[src/rtl/spi_mem_pkg.sv]
// Shared types and helpers for the SPI memory arbiter: FSM states, port ids,
// load/store size encoding, SPI command bytes and data-lane reordering.
package spi_mem_pkg;

    typedef enum logic [2:0] {
        ST_IDLE,
        ST_CS_SETUP,
        ST_SHIFT,
        ST_CS_HOLD,
        ST_DONE
    } state_t;

    typedef enum logic {
        PORT_FETCH = 1'b0,
        PORT_LS    = 1'b1
    } port_t;

    typedef enum logic [1:0] {
        SIZE_BYTE     = 2'd0,
        SIZE_HALF     = 2'd1,
        SIZE_WORD     = 2'd2,
        SIZE_WORD_ALT = 2'd3
    } ls_size_t;

    localparam logic [7:0] CMD_READ  = 8'h03;
    localparam logic [7:0] CMD_WRITE = 8'h02;
    localparam int         FRAME_W   = 64;

    function automatic logic [2:0] size_to_bytes(input logic [1:0] size);
        case (ls_size_t'(size))
            SIZE_BYTE: return 3'd1;
            SIZE_HALF: return 3'd2;
            default:   return 3'd4;
        endcase
    endfunction

    // The receive register holds wire-order bytes in its low lanes; flip them
    // so the first byte on the wire lands in bits [7:0] and unused lanes are zero.
    function automatic logic [31:0] rx_to_le(input logic [31:0] rx, input logic [2:0] nbytes);
        case (nbytes)
            3'd1:    return {24'h0, rx[7:0]};
            3'd2:    return {16'h0, rx[7:0], rx[15:8]};
            default: return {rx[7:0], rx[15:8], rx[23:16], rx[31:24]};
        endcase
    endfunction

endpackage

[src/rtl/spi_shifter.sv]
// SPI mode-0 bit engine: sclk divider, bit counter, MSB-first transmit shift
// register and receive shift register. Frame contents are loaded by the arbiter.
module spi_shifter
    import spi_mem_pkg::*;
#(
    parameter int CLK_DIV = 2
) (
    input  logic               clk,
    input  logic               rst_n,
    input  logic               load,
    input  logic               shift_en,
    input  logic [FRAME_W-1:0] load_tx,
    input  logic [6:0]         load_bits,
    input  logic               miso,
    output logic               sclk,
    output logic               mosi,
    output logic               frame_done,
    output logic [31:0]        rx_data
);

    localparam int DIV_W = (CLK_DIV > 1) ? $clog2(CLK_DIV) : 1;
    localparam logic [DIV_W-1:0] DIV_LAST = DIV_W'(CLK_DIV - 1);

    logic [DIV_W-1:0]   div_cnt;
    logic [6:0]         bit_cnt;
    logic [6:0]         frame_bits;
    logic [FRAME_W-1:0] tx_shift;
    logic               sclk_r;
    logic               phase_end;

    assign phase_end  = shift_en && (div_cnt == DIV_LAST);
    assign frame_done = phase_end && sclk_r && (bit_cnt == frame_bits - 7'd1);
    assign sclk       = sclk_r;
    assign mosi       = shift_en & tx_shift[FRAME_W-1];

    // NOTE: sequential state uses non-blocking assignments so every register
    // sees pre-edge values regardless of statement order.
    always_ff @(posedge clk) begin
        if (!rst_n) begin
            div_cnt    <= '0;
            bit_cnt    <= '0;
            frame_bits <= 7'd64;
            tx_shift   <= '0;
            sclk_r     <= 1'b0;
            rx_data    <= '0;
        end else if (load) begin
            tx_shift   <= load_tx;
            frame_bits <= load_bits;
            bit_cnt    <= '0;
            div_cnt    <= '0;
            sclk_r     <= 1'b0;
        end else if (shift_en) begin
            if (phase_end) begin
                div_cnt <= '0;
                sclk_r  <= ~sclk_r;
                if (!sclk_r) begin
                    rx_data <= {rx_data[30:0], miso};
                end else begin
                    // Falling edge: advance to the next bit for the slave.
                    tx_shift <= {tx_shift[FRAME_W-2:0], 1'b0};
                    bit_cnt  <= bit_cnt + 7'd1;
                end
            end else begin
                div_cnt <= div_cnt + DIV_W'(1);
            end
        end else begin
            div_cnt <= '0;
            sclk_r  <= 1'b0;
        end
    end

endmodule

[src/rtl/spi_mem_arbiter.sv]
// Two-port (fetch, load/store) arbiter onto a single SPI serial memory.
// Round-robin grant in IDLE, then one framed read or write per grant.
module spi_mem_arbiter
    import spi_mem_pkg::*;
#(
    parameter int CLK_DIV  = 2,
    parameter int CS_SETUP = 4,
    parameter int CS_HOLD  = 4
) (
    input  logic        clk,
    input  logic        rst_n,
    input  logic        if_req,
    input  logic [23:0] if_addr,
    output logic [31:0] if_rdata,
    output logic        if_done,
    input  logic        ls_req,
    input  logic        ls_we,
    input  logic [23:0] ls_addr,
    input  logic [1:0]  ls_size,
    input  logic [31:0] ls_wdata,
    output logic [31:0] ls_rdata,
    output logic        ls_done,
    output logic        busy,
    output logic        sclk,
    output logic        mosi,
    output logic        cs,
    input  logic        miso
);

    state_t             state, state_next;
    port_t              last_grant, cur_port, grant_port;
    logic               cur_we, grant_we, grant;
    logic [2:0]         cur_nbytes, grant_nbytes;
    logic [15:0]        wait_cnt;
    logic [FRAME_W-1:0] load_tx;
    logic [6:0]         load_bits;
    logic [31:0]        wdata_wire;
    logic [31:0]        rx_data;
    logic               frame_done;
    logic               shift_en;

    // NOTE: every always_comb output gets a default first, so no path can
    // leave a signal unassigned and infer a latch.
    always_comb begin
        grant      = (state == ST_IDLE) && (if_req || ls_req);
        grant_port = PORT_FETCH;
        if (ls_req && (!if_req || last_grant == PORT_FETCH)) begin
            grant_port = PORT_LS;
        end
        grant_we     = (grant_port == PORT_LS) && ls_we;
        grant_nbytes = (grant_port == PORT_LS) ? size_to_bytes(ls_size) : 3'd4;
        load_bits    = 7'd32 + {1'b0, grant_nbytes, 3'b000};
        wdata_wire   = grant_we ? {ls_wdata[7:0], ls_wdata[15:8], ls_wdata[23:16], ls_wdata[31:24]}
                                : 32'h0;
        load_tx      = {grant_we ? CMD_WRITE : CMD_READ,
                        (grant_port == PORT_LS) ? ls_addr : if_addr,
                        wdata_wire};
    end

    always_comb begin
        state_next = state;
        case (state)
            ST_IDLE:     if (if_req || ls_req) state_next = ST_CS_SETUP;
            ST_CS_SETUP: if (wait_cnt == 16'(CS_SETUP - 1)) state_next = ST_SHIFT;
            ST_SHIFT:    if (frame_done) state_next = ST_CS_HOLD;
            ST_CS_HOLD:  if (wait_cnt == 16'(CS_HOLD - 1)) state_next = ST_DONE;
            ST_DONE:     state_next = ST_IDLE;
            default:     state_next = ST_IDLE;
        endcase
    end

    always_ff @(posedge clk) begin
        if (!rst_n) begin
            state      <= ST_IDLE;
            wait_cnt   <= '0;
            last_grant <= PORT_FETCH;
            cur_port   <= PORT_FETCH;
            cur_we     <= 1'b0;
            cur_nbytes <= 3'd4;
            if_rdata   <= '0;
            ls_rdata   <= '0;
        end else begin
            state    <= state_next;
            wait_cnt <= (state_next != state) ? 16'd0 : wait_cnt + 16'd1;
            if (grant) begin
                cur_port   <= grant_port;
                last_grant <= grant_port;
                cur_we     <= grant_we;
                cur_nbytes <= grant_nbytes;
            end
            // Last miso sample is already in rx_data when the final fall ends the frame.
            if (frame_done && !cur_we) begin
                if (cur_port == PORT_FETCH) begin
                    if_rdata <= rx_to_le(rx_data, 3'd4);
                end else begin
                    ls_rdata <= rx_to_le(rx_data, cur_nbytes);
                end
            end
        end
    end

    assign shift_en = (state == ST_SHIFT);
    assign cs       = !((state == ST_CS_SETUP) || (state == ST_SHIFT) || (state == ST_CS_HOLD));
    assign busy     = (state != ST_IDLE);
    assign if_done  = (state == ST_DONE) && (cur_port == PORT_FETCH);
    assign ls_done  = (state == ST_DONE) && (cur_port == PORT_LS);

    spi_shifter #(
        .CLK_DIV (CLK_DIV)
    ) u_shifter (
        .clk        (clk),
        .rst_n      (rst_n),
        .load       (grant),
        .shift_en   (shift_en),
        .load_tx    (load_tx),
        .load_bits  (load_bits),
        .miso       (miso),
        .sclk       (sclk),
        .mosi       (mosi),
        .frame_done (frame_done),
        .rx_data    (rx_data)
    );

endmodule

[config.mk]
export PLATFORM = sky130hd
export DESIGN_NAME = spi_mem_arbiter
export DESIGN_NICKNAME = d
export VERILOG_FILES = /design/src/rtl/spi_mem_pkg.sv /design/src/rtl/spi_shifter.sv /design/src/rtl/spi_mem_arbiter.sv
export SDC_FILE = /design/constraint.sdc
export NUM_CORES = 1
export LEC_CHECK = 0
export ABC_AREA = 0
export CELL_PAD_IN_SITES_DETAIL_PLACEMENT = 1
export CELL_PAD_IN_SITES_GLOBAL_PLACEMENT = 2
export CORE_UTILIZATION = 30
export DETAILED_ROUTE_END_ITERATION = 8
export PLACE_DENSITY_LB_ADDON = 0.05
export SYNTH_ARGS = -nofsm -noshare
export SYNTH_HDL_FRONTEND = slang
export SYNTH_SLANG_ARGS = --single-unit
[constraint.sdc]
create_clock -name clk -period 2.9 [get_ports clk]
set_input_delay 0.29 -clock clk [delete_from_list [all_inputs] [get_ports clk]]
set_output_delay 0.29 -clock clk [all_outputs]
set_load 0.05 [all_outputs]
==> flow_summary.ini <==
[run_status]
status = finished, violations left
violations = DRC

[timing]
hold_viol_final = 0
slew_violations = 0
min_period_over_period_pct = 90.9
slew_headroom_pct = 49.1
hold_ws_ps = 435
tns_ps = 0
tightest_slew_ps = 762
fmax_ghz = 0.379
rsz0062_at_grt = no
finalWorstSetupSlack_ps = 264
clock_skew_ps = 17.6
setup_violations = 0
fin_crit_ps = 2640

[power_and_ir_drop]
cellLeakagePower_uw = 0.00372
power_density_nw_per_um2 = 545
design_power_total_uw = 5730
vdd_ir_drop_max_v = 0.000371

[clock_tree]
path_clk_slew_ps = 80
clock_latency_ps = 440
clockBufferDepth = 2
ctsResizeCount = 0
clockRootBuffer = clkbuf_16
cts_hold_buf = 0
cts_setup_buffers = 0
clock_sinks = 194
htreeDepth = 4
cts_buffers = 17
cts_tree = yes

[grt]
antenna_found_initial = 0
grt_pass1_wl_mm = 37.4
overflow = 0
grt_start_max_net_pins = 74
track_usage_pct = 17.6
grt_pass1_vias = 6879

[die]
die-area_um2 = 27400
ioPinCount = 158
die_w_um = 166
rows = 59
core_um2 = 26100
dieHeight_um = 166
initial_utilization_pct = 30.7

[route]
wl_per_cell_um = 16.9
drt-initial-drc-count = 464
firstDrtPassIters = 7
viasPerCell = 5.00
wl_met1_mm = 11.7
detail-route-antenna-nets = 0
route.met2.wl_mm = 11.4
route.detailed.drc = 20
wl_mm = 23.9
dr_wl_met3_um = 609
num_vias = 7050
dr.max_layer_used = met4

[synth]
yosys.area.top_type = dfxtp_1
synth_ff_type = dfxtp_1
synth_mux_area_share_pct = 3.99
synth_area_leaders = dfxtp_1, nand2_1, nor2_1
synthTopCellsByCount = dfxtp_1, nand2_1, nor2_1, a21oi_1, clkbuf_1
synth_cells = 940
yosysUniqueCellTypes = 45
syn_area_um2 = 8020
synth_most_common_cell = dfxtp_1
synthSimpleGateAreaFrac_pct = 20.8
synth_top_family_by_area = simple AND/OR/NAND/NOR gates
yosysTopAreaCellShare_pct = 48.4
seq_area_frac_synth_pct = 48.4
synth_edf_count = 0
synth-adder-area-share_pct = 0.780
ys_ff_latch = 194
synth-compound-area-share_pct = 18.5
synth_xor_area_share_pct = 3.23
syn-num-nets = 1033
yosysWarnings = 0
ys_async_sr_fraction_pct = 0
syn_avg_cell_area_um2 = 8.53

[setup_path]
worstSetupPathType = flip-flop to primary output
cp-end-kind = primary output
ff2ff_setup_slack_ps = 540
worstPathArrival_ps = 2350
cp_cell_sequence = nor3_1 > inv_1 > clkdlybuf4s50_1
cp_slowest_stage_delay_ps = 770
cp_slowest_cell = clkdlybuf4s50_1
cp_max_fo = 8
start_kind = flip-flop
crit_required_ps = 2610

[placed_design]
dp.final_hpwl_mm = 15.9
io_buffers = 157
postPlaceCellArea_um2 = 9940
place_congestion = 0.704
dp_slack_ps = 523

[finish]
antennaDiodeCount = 0
area_growth_pct = 31.1
stdcell_area_um2 = 10500
drive_gt1_share_pct = 5.86
final_nets = 1156

[worst_hold_path]
hold_path_class = input port to flip-flop

[flow_run]
drv_cap = 0
-- where the power goes --
group          total (µW)  internal (µW)  switching (µW)  leakage (µW)
clock                2360           1170            1190      0.000285
combinational         558            259             298       0.00186
sequential           2820           2760            57.6       0.00158
total                5730           4190            1540       0.00372
-- worst paths after layout --
kind         depth (start not counted)          start              endpoint
max                                  3       state[0]                  busy
min                                  3           miso  u_shifter.rx_data[0]
max reg2reg                          7  cur_nbytes[0]          wait_cnt[15]
min reg2reg                          2   ls_rdata[28]          ls_rdata[28]
-- worst max-delay path, delay by kind of cell, from the launching register on --
family / cells / cell delay, ps
buffers and inverters: 2 / 950
and+or+nand+nor: 1 / 580
DFF: 1 / 370
-- stage by stage --
step                      std cells  utilization, %
final                          1411            40.3
after global routing           1411            40.3
after CTS                      1411            40.3
after detailed placement       1379            38.0
after global placement         1379            38.0
after floorplan                 940               -
-- layer usage --
layer	GRT usage, %	vias to the layer above
li1	-	3540
met1	23.9	3416
met2	28.8	84
met3	2.75	10
met4	4.34	0
met5	0	-
-- flip-flops by register name (all words and copies together) (netlist names) --
name	flops
cur_nbytes	2
cur_port	1
cur_we	1
if_rdata	32
ls_rdata	32
state	3
u_shifter.bit_cnt	7
u_shifter.div_cnt	1
u_shifter.frame_bits	2
u_shifter.rx_data	32
u_shifter.sclk	1
u_shifter.tx_shift	64
wait_cnt	16
-- kinds of logic after synthesis --
family	count (synthesis)
flops	194
buf+inv	83
compound gates	221
mux	32
fa+ha+maj	5
xor+xnor	28
simple gates	377
-- layout by cell type (no fill, tap or decap), types with 5 or more instances in the layout --
| cell | count |
|---|---|
| clkdlybuf4s50_1 | 157 |
| mux2i_1 | 32 |
| ha_1 | 5 |
| o21ai_0 | 34 |
| a221oi_1 | 30 |
| a211oi_1 | 40 |
| nor3_1 | 8 |
| and4_1 | 6 |
| clkbuf_16 | 17 |
| a21oi_1 | 68 |
| nand4_1 | 6 |
| buf_4 | 16 |
| dfxtp_1 | 194 |
| nand3_1 | 25 |
| a22oi_1 | 19 |
| nand2_1 | 157 |
| a311oi_1 | 24 |
| nor2_1 | 123 |
| and3_1 | 5 |
| xor2_1 | 16 |
| nor2b_1 | 26 |
| inv_1 | 9 |
| xnor2_1 | 11 |
-- layout make-up --
class	count	area (µm²)
multi-input cells	663	3820
fillers	3042	15600
inverters	10	40.0
clock inverters	14	143
well taps	335	419
clock buffers	18	439
repair buffers	177	1770
flip-flops and latches	194	3880
Power figures use the tool's default switching activity.
